--- config.mk ---
export PLATFORM = sky130hd
export DESIGN_NAME = ram_master
export DESIGN_NICKNAME = d
export VERILOG_FILES = /design/src/rtl/ram_master.sv
export SDC_FILE = /design/constraint.sdc
export NUM_CORES = 1
export LEC_CHECK = 0
export ABC_AREA = 1
export ABC_CLOCK_PERIOD_IN_PS = 2940
export BUFFER_PORTS_ARGS = -buffer_cell sky130_fd_sc_hd__clkbuf_2
export CORE_MARGIN = 2
export CORE_UTILIZATION = 30
export DETAILED_ROUTE_END_ITERATION = 10
export MAX_ROUTING_LAYER = met4
export PLACE_DENSITY = 0.61
export SYNTH_ARGS = -nofsm -noshare
export SYNTH_HDL_FRONTEND = slang
export SYNTH_SLANG_ARGS = --single-unit
--- constraint.sdc ---
create_clock -name clk -period 2.94 [get_ports clk]
set_input_delay 0.588 -clock clk [delete_from_list [all_inputs] [get_ports clk]]
set_output_delay 0.588 -clock clk [all_outputs]
set_load 0.01 [all_outputs]
--- src/rtl/ram_master.sv ---
// ram_master: drives an asynchronous single-port RAM from a host command stream or a pattern-fill engine.
// Ports: clk/rst_n (async active-low); cmd_valid/cmd_ready/cmd_wr/cmd_addr/cmd_wdata host command;
//        rsp_valid/rsp_rdata one-cycle read response; fill_start/fill_busy/fill_done pattern fill;
//        ram_addr/ram_data_in/ram_wr/ram_cs/ram_data_out RAM pins. Every output is a flop.
module ram_master #(
  parameter int ADDR_SIZE = 10,
  parameter int WORD_SIZE = 8,
  parameter int MEM_SIZE  = 1024,
  parameter int RD_WAIT   = 1
) (
  input  logic                 clk,
  input  logic                 rst_n,
  input  logic                 cmd_valid,
  output logic                 cmd_ready,
  input  logic                 cmd_wr,
  input  logic [ADDR_SIZE-1:0] cmd_addr,
  input  logic [WORD_SIZE-1:0] cmd_wdata,
  output logic                 rsp_valid,
  output logic [WORD_SIZE-1:0] rsp_rdata,
  input  logic                 fill_start,
  output logic                 fill_busy,
  output logic                 fill_done,
  output logic [ADDR_SIZE-1:0] ram_addr,
  output logic [WORD_SIZE-1:0] ram_data_in,
  output logic                 ram_wr,
  output logic                 ram_cs,
  input  logic [WORD_SIZE-1:0] ram_data_out
);
  typedef enum logic [2:0] {IDLE, W_SETUP, W_STROBE, W_HOLD, R_WAIT, R_CAP} state_t;
  localparam int CW = ADDR_SIZE + 1;
  localparam int WW = $clog2(RD_WAIT + 1);
  state_t state, state_d;
  logic [CW-1:0] cnt, cnt_d;
  logic [WW-1:0] wait_cnt, wait_d;
  logic [ADDR_SIZE-1:0] ram_addr_d;
  logic [WORD_SIZE-1:0] ram_data_in_d, rsp_rdata_d;
  logic cmd_ready_d, rsp_valid_d, fill_busy_d, fill_done_d, ram_wr_d, ram_cs_d;
  logic accept_fill, accept_cmd, fill_last, fill_next;
  // fill_start wins over a simultaneous host command, which then stays pending
  assign accept_fill = state == IDLE && fill_start;
  assign accept_cmd  = state == IDLE && cmd_ready && cmd_valid && !fill_start;
  assign fill_last   = cnt == CW'(MEM_SIZE - 1);
  assign fill_next   = fill_busy && state == W_HOLD && !fill_last;
  always_ff @(posedge clk or negedge rst_n) begin
    if (!rst_n) begin
      state       <= IDLE;
      cnt         <= '0;
      wait_cnt    <= '0;
      cmd_ready   <= 1'b0;
      rsp_valid   <= 1'b0;
      rsp_rdata   <= '0;
      fill_busy   <= 1'b0;
      fill_done   <= 1'b0;
      ram_addr    <= '0;
      ram_data_in <= '0;
      ram_wr      <= 1'b0;
      ram_cs      <= 1'b0;
    end else begin
      state       <= state_d;
      cnt         <= cnt_d;
      wait_cnt    <= wait_d;
      cmd_ready   <= cmd_ready_d;
      rsp_valid   <= rsp_valid_d;
      rsp_rdata   <= rsp_rdata_d;
      fill_busy   <= fill_busy_d;
      fill_done   <= fill_done_d;
      ram_addr    <= ram_addr_d;
      ram_data_in <= ram_data_in_d;
      ram_wr      <= ram_wr_d;
      ram_cs      <= ram_cs_d;
    end
  end
  always_comb begin
    state_d = state;
    case (state)
      IDLE:     state_d = accept_fill ? W_SETUP : !accept_cmd ? IDLE : cmd_wr ? W_SETUP : R_WAIT;
      W_SETUP:  state_d = W_STROBE;
      W_STROBE: state_d = W_HOLD;
      W_HOLD:   state_d = fill_next ? W_SETUP : IDLE;
      R_WAIT:   state_d = wait_cnt == WW'(RD_WAIT - 1) ? R_CAP : R_WAIT;
      R_CAP:    state_d = IDLE;
      default:  state_d = IDLE;
    endcase
  end
  // Strobes are decoded from the next state so they leave the flops aligned with the state itself
  always_comb begin
    cnt_d         = accept_fill ? '0 : fill_next ? cnt + CW'(1) : cnt;
    wait_d        = state == R_WAIT ? wait_cnt + WW'(1) : '0;
    cmd_ready_d   = state_d == IDLE;
    ram_cs_d      = state_d == W_SETUP || state_d == W_STROBE || state_d == R_WAIT;
    ram_wr_d      = state_d == W_STROBE;
    ram_addr_d    = accept_fill || fill_next ? cnt_d[ADDR_SIZE-1:0] : accept_cmd ? cmd_addr : ram_addr;
    ram_data_in_d = accept_fill || fill_next ? WORD_SIZE'({cnt_d, 1'b0}) : accept_cmd ? cmd_wdata : ram_data_in;
    fill_busy_d   = accept_fill || (fill_busy && !(state == W_HOLD && fill_last));
    fill_done_d   = fill_busy && state == W_HOLD && fill_last;
    rsp_valid_d   = state == R_WAIT && state_d == R_CAP;
    rsp_rdata_d   = rsp_valid_d ? ram_data_out : rsp_rdata;
  end
endmodule

# [After elaboration in Yosys (flattened, before gate mapping)]
# Index checks and enable logic that the tools add are counted.
[op_classes] addsub=2 eq_ne=9 n_mux=13 n_reduce_logical=21
[op_table] cell="$mux W11" count=2
[op_table] cell="$mux W10" count=2
[op_table] cell="$mux W8" count=2
[op_table] cell="$pmux W3 S5" count=1
[op_table] cell="$add A11 B1 Y11 const B" count=1
[op_table] cell="$eq A11 B10 Y1 const B" count=1
[op_table] cell="$logic_and A1 B1 Y1" count=10
[op_table] cell="$eq A3 B2 Y1 const B" count=3
[op_table] cell="$eq A3 B3 Y1 const B" count=3
[op_table] cell="$mux W3" count=3
[op_table] cell="$eq A3 B1 Y1 const B" count=2
[op_table] cell="$logic_not A3 Y1" count=2
[op_table] cell="$logic_or A1 B1 Y1" count=4
[op_table] cell="$reduce_bool A2 Y1" count=2
[op_table] cell="$logic_not A1 Y1" count=3
[op_table] cell="$mux W1" count=3
[op_table] cell="$add A1 B1 Y1 const B" count=1
[totals] regBits=47 inputBits=31 out_inout_bits=32 wordCells=58

# [Logic depth before layout (Yosys ltp)]
# Gate-level depths: netlist (run 1).
[depth] depth_word=10 ltp_mapped=10 mapped_depth_nobuf=10

# [Least setup slack after synthesis (run 1)]
# Ideal clock, no wire load.
[synth_path] kind="register to register" startpoint="reg cnt[0]" endpoint="reg ram_addr[0]" setup_time_ns=0.116 t_arrival_ns=1.450 required_time_ns=2.824 path_slack_ns=1.373 path_stages_with_launch=10 path_buffers=1 period_less_slack_ns=1.567 cell_sequence="dfrtp_1 -> ha_1 -> inv_2 -> nor2_2 -> nand3_4 -> nand2_4 -> nand3_4 -> buf_4 -> nand2_1 -> nand2_1"
[synth_via] elab_chain_len=6 elab_cells_between_ends=9 classes_between="add/sub (1); eq/ne (1); mux (3); reduce/logical (4)"
[synth_lines] item="start, declared" line_no="33" text="logic [CW-1:0] cnt, cnt_d;"
[synth_lines] item="start signal, assigned" line_no="60" text="cnt <= cnt_d;"
[synth_lines] item="branches (longest 6 deep; another with $add A11 B1 Y11)"
[synth_lines] item="end signal, assigned" line_no="67" text="ram_addr <= ram_addr_d;"
[synth_lines] item="end, declared" line_no="23" text="output logic [ADDR_SIZE-1:0] ram_addr,"
# Parallel ways; which one is timed is not known. The select of a mux whose other input is x is not followed.
# A chain may end at the register's enable or synchronous reset.

# [Worst setup path after layout (run 1)]
[layout_path] startpoint="reg cnt[0]" endpoint="reg ram_data_in[6]"
[layout_via] elab_chain_len=6 elab_cells_between_ends=9 classes_between="add/sub (1); eq/ne (1); mux (3); reduce/logical (4)"
[layout_lines] item="branches (longest 6 deep; another with $add A11 B1 Y11)"
[layout_lines] item="end signal, assigned" line_no="68" text="ram_data_in <= ram_data_in_d;"
[layout_lines] item="end, declared" line_no="24" text="output logic [WORD_SIZE-1:0] ram_data_in,"
# Parallel ways; which one is timed is not known. The select of a mux whose other input is x is not followed.

==> metrics.cfg, run 1 <==
[status]
outcome=complete, no violations

[clock_tree]
cts_tree=built
postCtsSetupRepairBufs=0
cts.sinks=47
clk_latency_ns=0.30
cts_buffers=5
cts_root_buffer=clkbuf_8
ctsResizeCount=0
clkSlewWorstSetupHoldPaths_ns=0.09
h-tree-depth=2
ctsLongestPathBuffers=2
ctsHoldBuffers=0

[timing]
fmax_mhz=465.3
rsz0062_at_grt=no
setup_viol=0
finalMaxSlewViolations=0
tightest_slew_ns=0.5175
hold_ws_ns=0.2322
fin_skew_ns=0.01041
hold_viol=0
slew-limit-headroom=0.6546
tns_ns=0
fin_crit_ns=2.149
period_share=0.7310

[yosys]
syn_inst=296
yosysTopAreaCell=dfrtp_1
ys_warn_count=0
synth.top_cell.area_share=0.5078
synth.distinct_cells=28
synth_edf_count=0
synthesis.area_um2=2316
synthFlopType=dfrtp_1
yosys-top-cells-area=dfrtp_1 (51%), nand2_1 (21%), nand3_1 (5.2%), inv_1 (3.7%), a21oi_1 (2.6%)
yosys_register_bits=47
async_reset_ff_frac=1.000
yosysSeqAreaShare=0.5078
syn_nets=328
avgSynthCellArea_um2=7.824

[grt]
grt_usage=0.1445
grt_max_degree=35
antenna_found_initial=0
grt_pass1_wl_um=9535
grt_pass1_vias=2039
gr-total-overflow=0

[power]
seqPwrFrac=0.586
switchingPower_mw=0.2446
pwr-share-comb=0.040
finalPower_mw=1.103
power_density_nw_per_um2=393.6
clkPwrFrac=0.374
p_sw_frac=0.2218
p_int_mw=0.8580
vdd.ir_drop.worst_mv=0.2686
power.leakage_nw=1.509

[final_layout]
nets=390
fin_util=0.3683
diodes=0
layout-drive-gt1-share=0.2368
fin_area_um2=2801
fill_cells=842
syn2layout_area_growth_pct=20.96

[detailed_routing]
drt_first_iter_violations=239
num_vias=2068
drt-vias-per-instance=4.486
wirelength_met1_um=2626
dr_wl_met2_um=2681
highest_layer=met4
drtAntennaViolNets=0
drt_pass1_iterations=6
routed-wl-met3_um=292
drt_wl_total_um=5689
wl_per_cell_um=12.34
drc=0

[worst_setup_path]
reg2reg_slack_ns=0.79
reg2reg_to=ram_data_in[6]$_DFFE_PN0P_
rr_startpoint=cnt[0]$_DFF_PN0_
arrival_ns=2.39
cp_slowest_cell=dfrtp_1
max_stage_delay_ns=0.43
worst_setup_path_start_kind=register
worst_r2r_path_depth=9
critical_path_buf_inv_count=2
crit_type=register to register
crit_path_end_kind=register
cp.required_ns=3.18
cp_max_fo=34
path_cells=ha_1 -> inv_2 -> nor2_2 -> nand3_4 -> nand2_4 -> nand3_4 -> inv_2 -> nand2_1 -> nand2_1
cpLargestDelayFamily=simple AND/OR/NAND/NOR gates

[flow_run]
maxCapViolCount=0

[floorplan]
start_util=0.3044
io_pins=63
coreArea_um2=7607
dieArea_um2=8438
die_y_um=91.86
die_w_um=91.86
placementRows=32

[placed_design]
placed_area_um2=2706
place_hpwl_um=4198
port_buffers=62
place_congestion=0.9871

[worst_hold_path]
hp-class=input port to asynchronous set/reset pin

-- state kept, by name, indices dropped and copies added (netlist names) --
signal and flops:
fill_done 1, ram_cs 1, ram_data_in 8, wait_cnt 1, cnt 11, state 3
ram_addr 10, fill_busy 1, cmd_ready 1, rsp_rdata 8, ram_wr 1, rsp_valid 1
-- synth_stat cells (2+ instances only) --
master	count
buf_2	2
a21oi_1	12
buf_4	4
nand4_1	7
xor2_1	3
nand3b_1	4
o21ai_1	2
inv_2	4
nor2_1	11
nor2_2	3
nor3_1	2
dfrtp_1	47
nand3_1	24
nand2_1	131
clkinv_1	2
o21ai_0	3
inv_1	23
nand3_4	2
-- worst max-delay path by stage --
stage / start / to / slack [ns] / cells past startpoint
final: cnt[0]$_DFF_PN0_ / ram_data_in[6]$_DFFE_PN0P_ / 0.79 / 9
after CTS: cnt[0]$_DFF_PN0_ / ram_data_in[5]$_DFFE_PN0P_ / 0.80 / 9
after global placement: cnt[0]$_DFF_PN0_ / ram_data_in[3]$_DFFE_PN0P_ / 0.86 / 9
after global routing: cnt[0]$_DFF_PN0_ / ram_addr[1]$_DFFE_PN0P_ / 0.54 / 9
after detailed placement: cnt[0]$_DFF_PN0_ / ram_data_in[6]$_DFFE_PN0P_ / 0.83 / 9
after floorplan: cnt[0]$_DFF_PN0_ / ram_addr[0]$_DFFE_PN0P_ / 1.37 / 9
-- power groups by stage --
stage | Combinational (mW) | Clock (mW) | Sequential [mW]
final | 0.0440 | 0.413 | 0.646
after global routing | 0.0514 | 0.449 | 0.646
after CTS | 0.0459 | 0.425 | 0.646
after detailed placement | 0.0457 | 0 | 0.659
after global placement | 0.0457 | 0 | 0.659
after floorplan | 0.00860 | 0 | 0.659
-- cell type report --
cell class | count | area [µm²] | area share
tap | 102 | 127.6 | 0.04556
multi-input combinational | 212 | 975.9 | 0.3484
inverter | 29 | 108.9 | 0.03886
clock inverter | 1 | 8.758 | 0.003126
timing repair buffer | 63 | 317.8 | 0.1134
clock buffer | 7 | 86.33 | 0.03082
sequential | 47 | 1176 | 0.4198
-- per-stage QoR --
stage,cells,setup WS (ns)
2_1_floorplan,296,1.373
3_3_place_gp,453,0.8636
3_5_place_dp,453,0.8259
4_1_cts,461,0.7991
5_1_grt,461,0.5441
6_report,461,0.7908
-- cells by family (layout without fill, tap and decap cells) --
kind of cell	count (synthesis)	in the layout	share of synthesized area
compound gates	17	17	0.03674
buf+inv	37	100	0.07077
simple gates	191	191	0.3679
xor+xnor	3	3	0.01135
fa+ha+maj	1	1	0.005402
flops	47	47	0.5078
-- cell usage in the layout (no fill, tap or decap) --
cell type,netlist,routed
nand2_1,131,131
clkbuf_2,0,62
dfrtp_1,47,47
nand3_1,24,24
inv_1,23,23
a21oi_1,12,12
nor2_1,11,11
nand4_1,7,7
clkbuf_8,0,6
inv_2,4,4
nand3b_1,4,4
nor2_2,3,3
xor2_1,3,3
o21ai_0,3,3
clkinv_1,2,2
nand3_4,2,2
nor3_1,2,2
o21ai_1,2,2
nand2_2,1,1
nor2_4,1,1
nor3_2,1,1
nand2_4,1,1
nand3_2,1,1
nor4_1,1,1
or2_2,1,1
ha_1,1,1
clkbuf_1,1,1
clkinv_4,0,1
buf_4,4,1
-- layer usage --
| metal | vias up | global-route usage |
|---|---|---|
| li1 | 1054 | - |
| met1 | 947 | 0.1859 |
| met2 | 58 | 0.2353 |
| met3 | 9 | 0.02876 |
| met4 | 0 | 0.03731 |
| met5 | - | - |
-- worst register-to-register path: stages, from the launching register on --
cell	delay, ns
dfrtp_1	0.43
ha_1	0.33
inv_2	0.07
nor2_2	0.19
nand3_4	0.12
nand2_4	0.31
nand3_4	0.24
inv_2	0.25
nand2_1	0.08
nand2_1	0.08
(Power assumes the default switching activity.)
==> run 2, diff against run 1 <==
Settings changed: ABC_AREA 1 to 0, ABC_CLOCK_PERIOD_IN_PS 2940 to 1800, PLACE_DENSITY 0.61 to 0.62.
Clock period 2.94 ns to 1.8 ns, I/O delays scaled along.
==> run 2 against run 1 <==
  * Synthesized cell count is 29% lower
  * Clock skew is 0.0047 ns lower
  * Combinational power grew to 43 times the previous value
  * Largest cell class unchanged
  * Highest routed layer unchanged
  * Final cell count is 17% lower
  * Routed wire length is 10% lower
  * Sequential cell count stayed put
  * Sequential share of layout area is 1.3 points lower
  * Critical path depth is 3 lower
==> metrics.cfg, run 2 <==
[status]
outcome=complete, no violations

[power]
finalPower_mw=4.157  ; +280%
power.leakage_nw=1.408  ; -6.7%
power_density_nw_per_um2=1436  ; +260%
vdd.ir_drop.worst_mv=0.7949  ; +200%

[yosys]
synth_top_family_by_area=compound AO/OA/AOI/OAI gates
synthFlopType=dfrtp_1
yosysTopAreaCell=dfrtp_1
synth.distinct_cells=44  ; +57%
yosysSeqAreaShare=0.5137  ; +0.005828
synth_common_cells=dfrtp_1 (47), nand2_1 (16), o21ai_0 (12)
synth.most_common_cell=dfrtp_1
synthMuxAreaShare=0.08798  ; +0.08798
synth_edf_count=0  ; unchanged
syn_inst=209  ; -29%
yosys-top-cells-area=dfrtp_1 (51%), mux2_2 (4.4%), mux2i_1 (4.4%), o211ai_1 (3.3%), a2bb2oi_1 (3.1%)
avgSynthCellArea_um2=10.96  ; +40%
synthesis.area_um2=2290  ; -1.1%
yosys_register_bits=47  ; unchanged
ys_warn_count=0  ; unchanged
async_reset_ff_frac=1.000  ; unchanged
synthAdderAreaFrac=0.005464  ; +0.00006200
synth_compound_gate_area_share=0.1781  ; +0.1414
synth_xor_area_frac=0.02295  ; +0.01161
syn_nets=241  ; -27%
synthSimpleGateAreaFrac=0.1410  ; -0.2269
synth.top_cell.area_share=0.5137  ; +0.005828

[worst_setup_path]
reg2reg_to=cnt[8]$_DFF_PN0_
cp_max_fo=6  ; -82%
crit_path_end_kind=register
cpLargestDelayFamily=simple AND/OR/NAND/NOR gates
worstSetupStartpoint=cnt[0]$_DFF_PN0_
worstSetupEndpoint=cnt[8]$_DFF_PN0_
worst_setup_path_start_kind=register
cp.required_ns=2.03  ; -1.15 ns
worstSetupPathDepth=6  ; -3
path_cells=ha_2 -> and3_4 -> a31o_1 -> buf_4 -> or3_1 -> a21oi_1
critical_path_buf_inv_count=1  ; -1
worst_r2r_path_depth=6  ; -3
cp_slowest_cell=dfrtp_1
reg2reg_slack_ns=0.08  ; -0.71 ns
arrival_ns=1.95  ; -0.44 ns
rr_startpoint=cnt[0]$_DFF_PN0_
crit_type=register to register
max_stage_delay_ns=0.39  ; -0.04 ns

[placed_design]
place_congestion=0.8360  ; -15%
port_buffers=62  ; unchanged
place_hpwl_um=3757  ; -11%

[clock_tree]
cts_tree=built
clk_latency_ns=0.30  ; about the same
cts_root_buffer=clkbuf_8
cts.sinks=47  ; unchanged
cts_buffers=5  ; unchanged
h-tree-depth=2  ; unchanged
ctsLongestPathBuffers=2  ; unchanged
clkSlewWorstSetupHoldPaths_ns=0.09  ; about the same
ctsHoldBuffers=0  ; unchanged

[grt]
grt_pass1_wl_um=8369  ; -12%
gr-total-overflow=0  ; unchanged
antenna_found_initial=0  ; unchanged
grt_pass1_vias=1779  ; -13%
grt_max_degree=48  ; +37%
grt_usage=0.1262  ; -0.01833

[final_layout]
fill_cells=727  ; -14%
syn2layout_area_growth_pct=26.39
regArea_um2=1176  ; unchanged
largest_reg_flops=11  ; unchanged
final_common_cell=clkbuf_2
nets=316  ; -19%
multi_input_area_um2=1015  ; +4.0%
layout-drive-gt1-share=0.3825  ; +0.1457
top_register=cnt
reg_top3=cnt (11), ram_addr (10)
mostFrequentLayoutCells=clkbuf_2 (62), dfrtp_1 (47), buf_4 (21)
diodes=0  ; unchanged

[timing]
fin_crit_ns=1.723  ; -0.4260 ns
setup_viol=0  ; unchanged
hold_viol=0  ; unchanged
period_share=0.9573  ; +0.2263
slew-limit-headroom=0.6067  ; -0.04787
fin_skew_ns=0.005736  ; -0.004677 ns
tightest_slew_ns=0.5899  ; +0.07241 ns
rsz0062_at_grt=no
fmax_mhz=580.3  ; +25%
tns_ns=0  ; unchanged
finalMaxSlewViolations=0  ; unchanged

[floorplan]
die_w_um=91.37  ; -0.54%
coreArea_um2=7331  ; -3.6%
io_pins=63  ; unchanged
dieArea_um2=8348  ; -1.1%
die_y_um=91.37  ; -0.54%
start_util=0.3123  ; +0.007899
placementRows=31  ; -3.1%

[detailed_routing]
drt-vias-per-instance=4.859  ; +8.3%
drt_pass1_iterations=4  ; -2
wl_per_cell_um=13.31  ; +7.8%
drc=0  ; unchanged
drt_first_iter_violations=61  ; -74%
num_vias=1866  ; -9.8%
drt_wl_total_um=5110  ; -10%
drtAntennaViolNets=0  ; unchanged

[flow_run]
maxCapViolCount=0  ; unchanged

[worst_hold_path]
hp-class=input port to asynchronous set/reset pin

-- run 2: cell types whose count changed after synthesis, moves of 5 or more --
cell / before / now
a2bb2oi_1: 0 / 8
buf_2: 2 / 9
inv_1: 23 / 4
mux2_2: 0 / 9
mux2i_1: 0 / 10
nand2_1: 131 / 16
nand3_1: 24 / 5
nand4_1: 7 / 2
o211ai_1: 0 / 10
o21ai_0: 3 / 12
o31ai_1: 0 / 6
-- run 2: cells by family after synthesis --
group	after synthesis
and+or+nand+nor	57
xor gates and xnor gates	6
buffers and inverters	20
DFF	47
AOI/OAI and AO/OA	59
adders and majority gates	1
muxes	19
-- run 2: power by group --
part / internal [mW] / switching (mW)
logic: 0.918 / 0.968
clock network: 0.272 / 0.355
registers: 1.43 / 0.218
total: 2.62 / 1.54
-- run 2: worst min path at each step --
| stage | end | startpoint | slack, ns | cells past startpoint |
|---|---|---|---|---|
| 6_report | fill_busy$_DFF_PN0_ | rst_n | 0.14 | 2 |
| 5_1_grt | state[1]$_DFF_PN0_ | rst_n | 0.20 | 2 |
| 4_1_cts | state[1]$_DFF_PN0_ | rst_n | 0.17 | 2 |
| 3_5_place_dp | rsp_valid$_DFF_PN0_ | wait_cnt$_DFF_PN0_ | 0.46 | 1 |
| 3_3_place_gp | rsp_valid$_DFF_PN0_ | wait_cnt$_DFF_PN0_ | 0.47 | 1 |
| 2_1_floorplan | cmd_ready$_DFF_PN0_ | rst_n | 0.06 | 0 |
-- run 2: per-layer routing --
| layer | global-route usage | part of all wire |
|---|---|---|
| met1 | 0.1716 | 0.49 |
| met5 | - | 0 |
| met4 | 0.03283 | 0.010 |
| met3 | 0.02324 | 0.050 |
| met2 | 0.1951 | 0.45 |
-- run 2: timing repair --
item,4_1_cts,5_1_grt
pin swaps,0,3
setup buffers,0,1
gates cloned,0,0
endpoints found under the setup margin,4,13
resized for setup,1,4
hold endpoints to repair,0,0
-- run 2: final cells by class --
type                            count  area share
Sequential cell                    47      0.4064
Multi-Input combinational cell    142      0.3506
Timing Repair Buffer               84      0.1656
Tap cell                           99     0.04280
Clock buffer                        6     0.02508
Inverter                            4    0.005188
Clock inverter                      2    0.004323
-- run 2: per-stage QoR --
| stage | utilization | cells | hold WS [ns] | instance area [µm²] | setup WS (ns) |
|---|---|---|---|---|---|
| final | 0.3948 | 384 | 0.1417 | 2894 | 0.07683 |
| after global routing | 0.3948 | 384 | 0.2033 | 2894 | 0.0003428 |
| after CTS | 0.3926 | 383 | 0.1706 | 2878 | 0.005556 |
| after detailed placement | 0.3804 | 375 | 0.4557 | 2789 | 0.004645 |
| after global placement | 0.3804 | 375 | 0.4679 | 2789 | 0.04933 |
| after floorplan | - | 209 | 0.06441 | 2292 | 0.004043 |
